$ cat src/rtl/meter_slew_ctrl.sv
// Setpoint sequencer for one moving-coil meter channel: power-up self-test sweep,
// then bounded-step slewing toward a clamped target, updated only on PWM period strobes.
module meter_slew_ctrl #(
    parameter int MOD_WIDTH      = 15,
    parameter int STEP           = 8,
    parameter int FULL_SCALE_CNT = 30000,
    parameter int HOLD_PERIODS   = 64,
    parameter int SELFTEST_EN    = 1
) (
    input  logic                 i_clk,
    input  logic                 i_rst_n,
    input  logic                 i_en,
    input  logic                 i_pwm_strobe,
    input  logic [MOD_WIDTH-1:0] i_target_duty,
    input  logic                 i_target_valid,
    output logic [MOD_WIDTH-1:0] o_mod_setpoint,
    output logic                 o_selftest_busy,
    output logic                 o_settled
);

    localparam int HW = $clog2(HOLD_PERIODS + 1);
    localparam logic [MOD_WIDTH-1:0] FULL_C    = MOD_WIDTH'(FULL_SCALE_CNT);
    localparam logic [MOD_WIDTH-1:0] STEP_C    = MOD_WIDTH'(STEP);
    localparam logic [HW-1:0]        HOLD_LAST = HW'(HOLD_PERIODS - 1);

    typedef enum logic [2:0] {
        IDLE,
        SWEEP_UP,
        HOLD_TOP,
        SWEEP_DOWN,
        TRACK,
        PARK
    } state_t;

    state_t                 r_state;
    state_t                 w_state_next;
    logic [MOD_WIDTH-1:0]   r_setpoint;
    logic [MOD_WIDTH-1:0]   r_target;
    logic [HW-1:0]          r_hold_cnt;
    logic                   r_selftest_done;
    logic                   r_selftest_started;
    logic                   r_busy;
    logic                   r_settled;

    logic [MOD_WIDTH-1:0]   w_goal;
    logic [MOD_WIDTH-1:0]   w_diff;
    logic [MOD_WIDTH-1:0]   w_stepped;
    logic [MOD_WIDTH-1:0]   w_sp_next;
    logic [MOD_WIDTH-1:0]   w_target_next;
    logic [HW-1:0]          w_hold_next;
    logic                   w_done_next;
    logic                   w_started_next;
    logic                   w_ramp;

    assign w_target_next = i_target_valid ?
                           ((i_target_duty > FULL_C) ? FULL_C : i_target_duty) : r_target;

    // The goal uses the already-latched target, so a target arriving on a strobe
    // cycle only takes effect at the following strobe.
    always_comb begin
        w_goal    = r_target;
        w_ramp    = 1'b1;
        w_diff    = '0;
        w_stepped = r_setpoint;
        case (r_state)
            SWEEP_UP:          w_goal = FULL_C;
            SWEEP_DOWN, PARK:  w_goal = '0;
            TRACK:             w_goal = r_target;
            default:           w_ramp = 1'b0;
        endcase
        if (w_goal >= r_setpoint) begin
            w_diff    = w_goal - r_setpoint;
            w_stepped = (w_diff <= STEP_C) ? w_goal : r_setpoint + STEP_C;
        end else begin
            w_diff    = r_setpoint - w_goal;
            w_stepped = (w_diff <= STEP_C) ? w_goal : r_setpoint - STEP_C;
        end
        w_sp_next = (i_pwm_strobe && w_ramp) ? w_stepped : r_setpoint;
    end

    // An aborted self-test counts as started, so it is never repeated before reset.
    always_comb begin
        w_state_next   = r_state;
        w_hold_next    = r_hold_cnt;
        w_done_next    = r_selftest_done;
        w_started_next = r_selftest_started;
        case (r_state)
            IDLE: begin
                if (i_en) begin
                    if ((SELFTEST_EN != 0) && !r_selftest_done && !r_selftest_started) begin
                        w_state_next   = SWEEP_UP;
                        w_started_next = 1'b1;
                    end else begin
                        w_state_next = TRACK;
                    end
                end
            end
            PARK: begin
                if (i_en)
                    w_state_next = TRACK;
                else if (i_pwm_strobe && (w_sp_next == '0))
                    w_state_next = IDLE;
            end
            default: begin
                if (!i_en) begin
                    w_state_next = PARK;
                end else if (i_pwm_strobe) begin
                    case (r_state)
                        SWEEP_UP: begin
                            if (w_sp_next == FULL_C) begin
                                w_state_next = HOLD_TOP;
                                w_hold_next  = '0;
                            end
                        end
                        HOLD_TOP: begin
                            if (r_hold_cnt == HOLD_LAST)
                                w_state_next = SWEEP_DOWN;
                            else
                                w_hold_next = r_hold_cnt + 1'b1;
                        end
                        SWEEP_DOWN: begin
                            if (w_sp_next == '0) begin
                                w_done_next  = 1'b1;
                                w_state_next = TRACK;
                            end
                        end
                        default: ;
                    endcase
                end
            end
        endcase
    end

    always_ff @(posedge i_clk or negedge i_rst_n) begin
        if (!i_rst_n) begin
            r_state            <= IDLE;
            r_setpoint         <= '0;
            r_target           <= '0;
            r_hold_cnt         <= '0;
            r_selftest_done    <= 1'b0;
            r_selftest_started <= 1'b0;
            r_busy             <= 1'b0;
            r_settled          <= 1'b0;
        end else begin
            r_state            <= w_state_next;
            r_setpoint         <= w_sp_next;
            r_target           <= w_target_next;
            r_hold_cnt         <= w_hold_next;
            r_selftest_done    <= w_done_next;
            r_selftest_started <= w_started_next;
            r_busy             <= (w_state_next == SWEEP_UP) || (w_state_next == HOLD_TOP) ||
                                  (w_state_next == SWEEP_DOWN);
            r_settled          <= (w_state_next == TRACK) && (w_sp_next == w_target_next);
        end
    end

    assign o_mod_setpoint  = r_setpoint;
    assign o_selftest_busy = r_busy;
    assign o_settled       = r_settled;

endmodule

$ cat config.mk
export PLATFORM = sky130hd
export DESIGN_NAME = meter_slew_ctrl
export DESIGN_NICKNAME = d
export VERILOG_FILES = /design/src/rtl/meter_slew_ctrl.sv
export SDC_FILE = /design/constraint.sdc
export NUM_CORES = 1
export LEC_CHECK = 0
export ABC_CLOCK_PERIOD_IN_PS = 6700
export BUFFER_PORTS_ARGS = -buffer_cell sky130_fd_sc_hd__buf_2
export CAP_MARGIN = 25
export CORE_UTILIZATION = 60
export CTS_CLUSTER_SIZE = 25
export DETAILED_ROUTE_END_ITERATION = 12
export GPL_TIMING_DRIVEN = 0
export PLACE_DENSITY = 0.79
export RECOVER_POWER = 25
export SETUP_SLACK_MARGIN = 0.1
export SKIP_LAST_GASP = 1
export SLEW_MARGIN = 20
export SYNTH_ARGS = -nofsm -noshare
export SYNTH_HDL_FRONTEND = slang
export SYNTH_SLANG_ARGS = --single-unit
export TNS_END_PERCENT = 50
$ cat constraint.sdc
create_clock -name i_clk -period 6.7 [get_ports i_clk]
set_input_delay 1.005 -clock i_clk [delete_from_list [all_inputs] [get_ports i_clk]]
set_output_delay 1.005 -clock i_clk [all_outputs]
set_load 0.01 [all_outputs]
==> metrics.csv <==
stage,metric,value,unit
status,status,"complete, but fails checks",
status,failing checks,"capacitance limit, slew limit",
final_layout,diodes inserted,0,
final_layout,share of layout cells above drive strength 1,12.38,%
global_route,antenna violations before repair,0,
global_route,largest net degree at the start of global routing,45,
logic_synthesis,predominant post-synthesis flop cell,dfrtp_1,
run,total of max-cap violations,1,
logic_synthesis,Seq cells post-synth,44,
pwr,peak supply drop,0.1467,mV
worst_setup_path,largest fanout on the critical path,10,
cts,CTS buffer count,5,
final_layout,final net count,768,
placed_design,number of buffers added on ports,35,
timing,Achievable Freq,0.1603,GHz
drt,router iterations before antenna repair,8,
global_route,vias in the first global route,4918,
drt,wire per inst,19.07,um
worst_setup_path,startpoint type of the worst setup path,flip-flop,
timing,Final Slew Violations,34,
logic_synthesis,async set-reset flop share out of synthesis,100.0,%
logic_synthesis,synthesized cell area,5136,um2
global_route,GR Overflow Total,0,
timing,Tmin final,6.237,ns
placed_design,DP Cell Count,815,
timing,RSZ-0062 raised after global routing,no,
die,Die H,94.52,um
die,Row Count,33,
cts,"Clk pin slew, worst setup/hold paths",0.09,ns
logic_synthesis,syn_nets,725,
cts,clock buffer depth,2,
logic_synthesis,Yosys cell types,83,
logic_synthesis,"Seq/Total Area, Yosys",21.44,%
die,die area,8934,um2
timing,Slew @ Worst Pin,1.719,ns
drt,Via-to-Cell Ratio,6.720,
drt,Iteration-0 DRC Markers,587,
global_route,first-pass GRT wire length,25.14,mm
timing,Final period util,93.09,%
cts,post-CTS setup buffer count,0,
cts,clk root buf,clkbuf_8,
timing,# setup viols final,0,
worst_setup_path,Worst Setup End Kind,flip-flop,
global_route,GRT Util Overall,36.06,%
logic_synthesis,Post-synth EDFFs,0,
final_layout,P&R area growth vs syn,9.695,%
die,Ports,37,
final_layout,design area,5634,um2
pwr,Lkg Pwr,2.462,nW
logic_synthesis,Cells after Synth,675,
drt,final wirelength,15.71,mm
drt,DRC,0,
final_layout,"non-filler cells, final",824,
cts,CTS H-tree depth,2,
timing,Worst slew margin,-14.59,%
logic_synthesis,Yosys Warn Count,0,
placed_design,pre-CTS setup slack,0.09294,ns
worst_setup_path,R2R Setup Slk,0.46,ns
placed_design,Post-DP Area,5443,um2
die,Core ar.,8258,um2
logic_synthesis,Synth area leader,dfrtp_1,
logic_synthesis,Syn Area/Cell,7.609,um2
worst_setup_path,worst path required time,6.94,ns
placed_design,hpwl dp,12.42,mm
logic_synthesis,top post-synthesis cells by area,"dfrtp_1 21%, ha_1 7.3%, a21oi_1 5.1%",
cts,Sinks on Clock Net,44,
worst_setup_path,Setup CP Type,flip-flop to flip-flop,
die,Starting Density,62.20,%
cts,worst skew pair latency,0.30,ns
drt,via count,5537,
timing,TNS Setup,0,ns
timing,Layout Skew,0.01039,ns
drt,post-route ant nets,0,
worst_hold_path,Min-Delay Path Class,flip-flop to flip-flop,
cts,CTS tree,yes,
worst_setup_path,"Arr. time, crit path",6.48,ns
die,DIE WIDTH,94.52,um
placed_design,Final GP Congestion,0.9591,
timing,worst setup margin,0.4628,ns
timing,Final Hold Fails,0,
pwr,pwr/cell area,370.3,nW/um2
logic_synthesis,top cell type's share of synthesized area,21.44,%
-- flip-flops by register name, indices dropped and copies added (netlist names) --
register	flops
o_selftest_busy	1
r_target	15
o_mod_setpoint	15
r_selftest_done	1
r_state	3
r_selftest_started	1
r_hold_cnt	7
o_settled	1
-- cell usage in the layout (no fill, tap or decap), types with 8 or more instances in the layout --
| cell type | n |
|---|---|
| mux2i_1 | 15 |
| dfrtp_1 | 44 |
| a21oi_1 | 51 |
| nand3_1 | 28 |
| o22ai_1 | 8 |
| and3_1 | 8 |
| xnor2_1 | 25 |
| nor2b_1 | 9 |
| nand2b_1 | 9 |
| nor2_1 | 44 |
| inv_1 | 63 |
| o31ai_1 | 9 |
| o21ai_1 | 9 |
| nand4_1 | 12 |
| xor2_1 | 8 |
| o21ai_0 | 28 |
| nor4_1 | 13 |
| clkbuf_1 | 22 |
| ha_1 | 30 |
| nor3_1 | 24 |
| nand2_1 | 56 |
| buf_2 | 36 |
-- synth_stat cells (4+ instances only) --
| cell type | n |
|---|---|
| nor2_1 | 45 |
| a21o_1 | 5 |
| nor3_1 | 24 |
| a21oi_1 | 52 |
| and3_1 | 8 |
| o21a_1 | 6 |
| clkbuf_1 | 25 |
| or3_1 | 7 |
| nand2_1 | 56 |
| a211oi_1 | 8 |
| mux2_1 | 4 |
| o21ai_1 | 10 |
| o211ai_1 | 5 |
| mux2i_1 | 15 |
| o22a_1 | 7 |
| inv_1 | 63 |
| o211a_1 | 4 |
| a211o_1 | 5 |
| nor2b_1 | 9 |
| o31ai_1 | 10 |
| a31oi_1 | 6 |
| and2_1 | 5 |
| nand3_1 | 29 |
| or4_1 | 5 |
| buf_1 | 4 |
| nand4_1 | 12 |
| o21ai_0 | 28 |
| a221oi_1 | 5 |
| xor2_1 | 8 |
| mux2_2 | 5 |
| xnor2_1 | 25 |
| ha_1 | 30 |
| nand2b_1 | 9 |
| o22ai_1 | 8 |
| nor4_1 | 13 |
| dfrtp_1 | 44 |
-- logic make-up after synthesis --
kind of cell / after synthesis / share of synthesized area, %
flip-flops: 44 / 21.44
multiplexers: 24 / 4.896
buffers and inverters: 101 / 7.990
adder cells (fa/ha/maj): 30 / 7.308
AO/OA/AOI/OAI: 200 / 27.63
AND/OR/NAND/NOR: 243 / 25.12
XOR/XNOR: 33 / 5.627
-- cell type report --
class / count / area [um2]
multi-input cells: 530 / 3686
fillers: 744 / 2624
flip-flops and latches: 44 / 1101
inverters: 64 / 240.2
repair buffers: 36 / 177.7
plain buffers: 37 / 176.4
well taps: 105 / 131.4
clock buffers: 6 / 82.58
clock inverters: 2 / 38.79
-- worst paths after layout --
path | cells after the start | start | endpoint
hold / removal | 1 | r_hold_cnt[5] | r_hold_cnt[5]
setup reg to reg | 23 | r_state[0] | o_settled
min in group asynchronous | 1 | i_rst_n | o_mod_setpoint[10]
hold reg to reg | 1 | r_hold_cnt[5] | r_hold_cnt[5]
max in group asynchronous | 2 | i_rst_n | o_mod_setpoint[6]
setup / recovery | 23 | r_state[0] | o_settled
-- routing by layer --
layer | share of wire (%) | track usage, % | vias to the layer above
met3 | 9.6 | 7.166 | 35
met1 | 43 | 50.65 | 2635
li1 | - | - | 2559
met2 | 45 | 56.22 | 308
met5 | 0 | 0 | -
met4 | 1.9 | 9.975 | 0
-- power by group --
group          leakage, nW  total [W]  switching, W  internal, W
Combinational         1.87    0.00149      0.000955     0.000538
Sequential           0.531   0.000378     0.0000693     0.000309
Clock               0.0614   0.000215     0.0000931     0.000122
Total                 2.46    0.00209       0.00112     0.000969
-- worst max-delay path, stage by stage, from the launching register on --
cell and delay, ns:
dfrtp_1 0.35, buf_6 0.14, a21bo_4 0.23, buf_6 0.14
clkbuf_2 0.20, nand2_1 0.16, inv_1 0.08, ha_1 0.27
clkbuf_1 0.19, a21oi_1 0.16, o21ai_0 0.17, a221o_1 0.42
o21ba_1 0.21, or3_1 0.30, a211o_1 0.38, nor3_4 0.33
buf_6 0.22, mux2i_1 0.08, o221ai_1 0.50, xor2_1 0.25
nand4_1 0.14, or4_1 0.54, nor3_1 0.42, and4_1 0.25
-- metrics by stage --
step | power [W] | hold WS (ns) | utilization [%]
after global routing | 0.002220 | 0.5326 | 68.23
after global placement | 0.001756 | 0.4727 | 65.91
after CTS | 0.002013 | 0.5006 | 67.48
final | 0.002086 | 0.5048 | 68.23
after floorplan | 0.001424 | 0.4512 | -
after detailed placement | 0.001790 | 0.4817 | 65.91
-- what timing repair did --
action	CTS	global route
setup endpoints to repair	4	12
gates resized for setup	2	20
hold buffers	0	0
(Power assumes the default switching activity.)
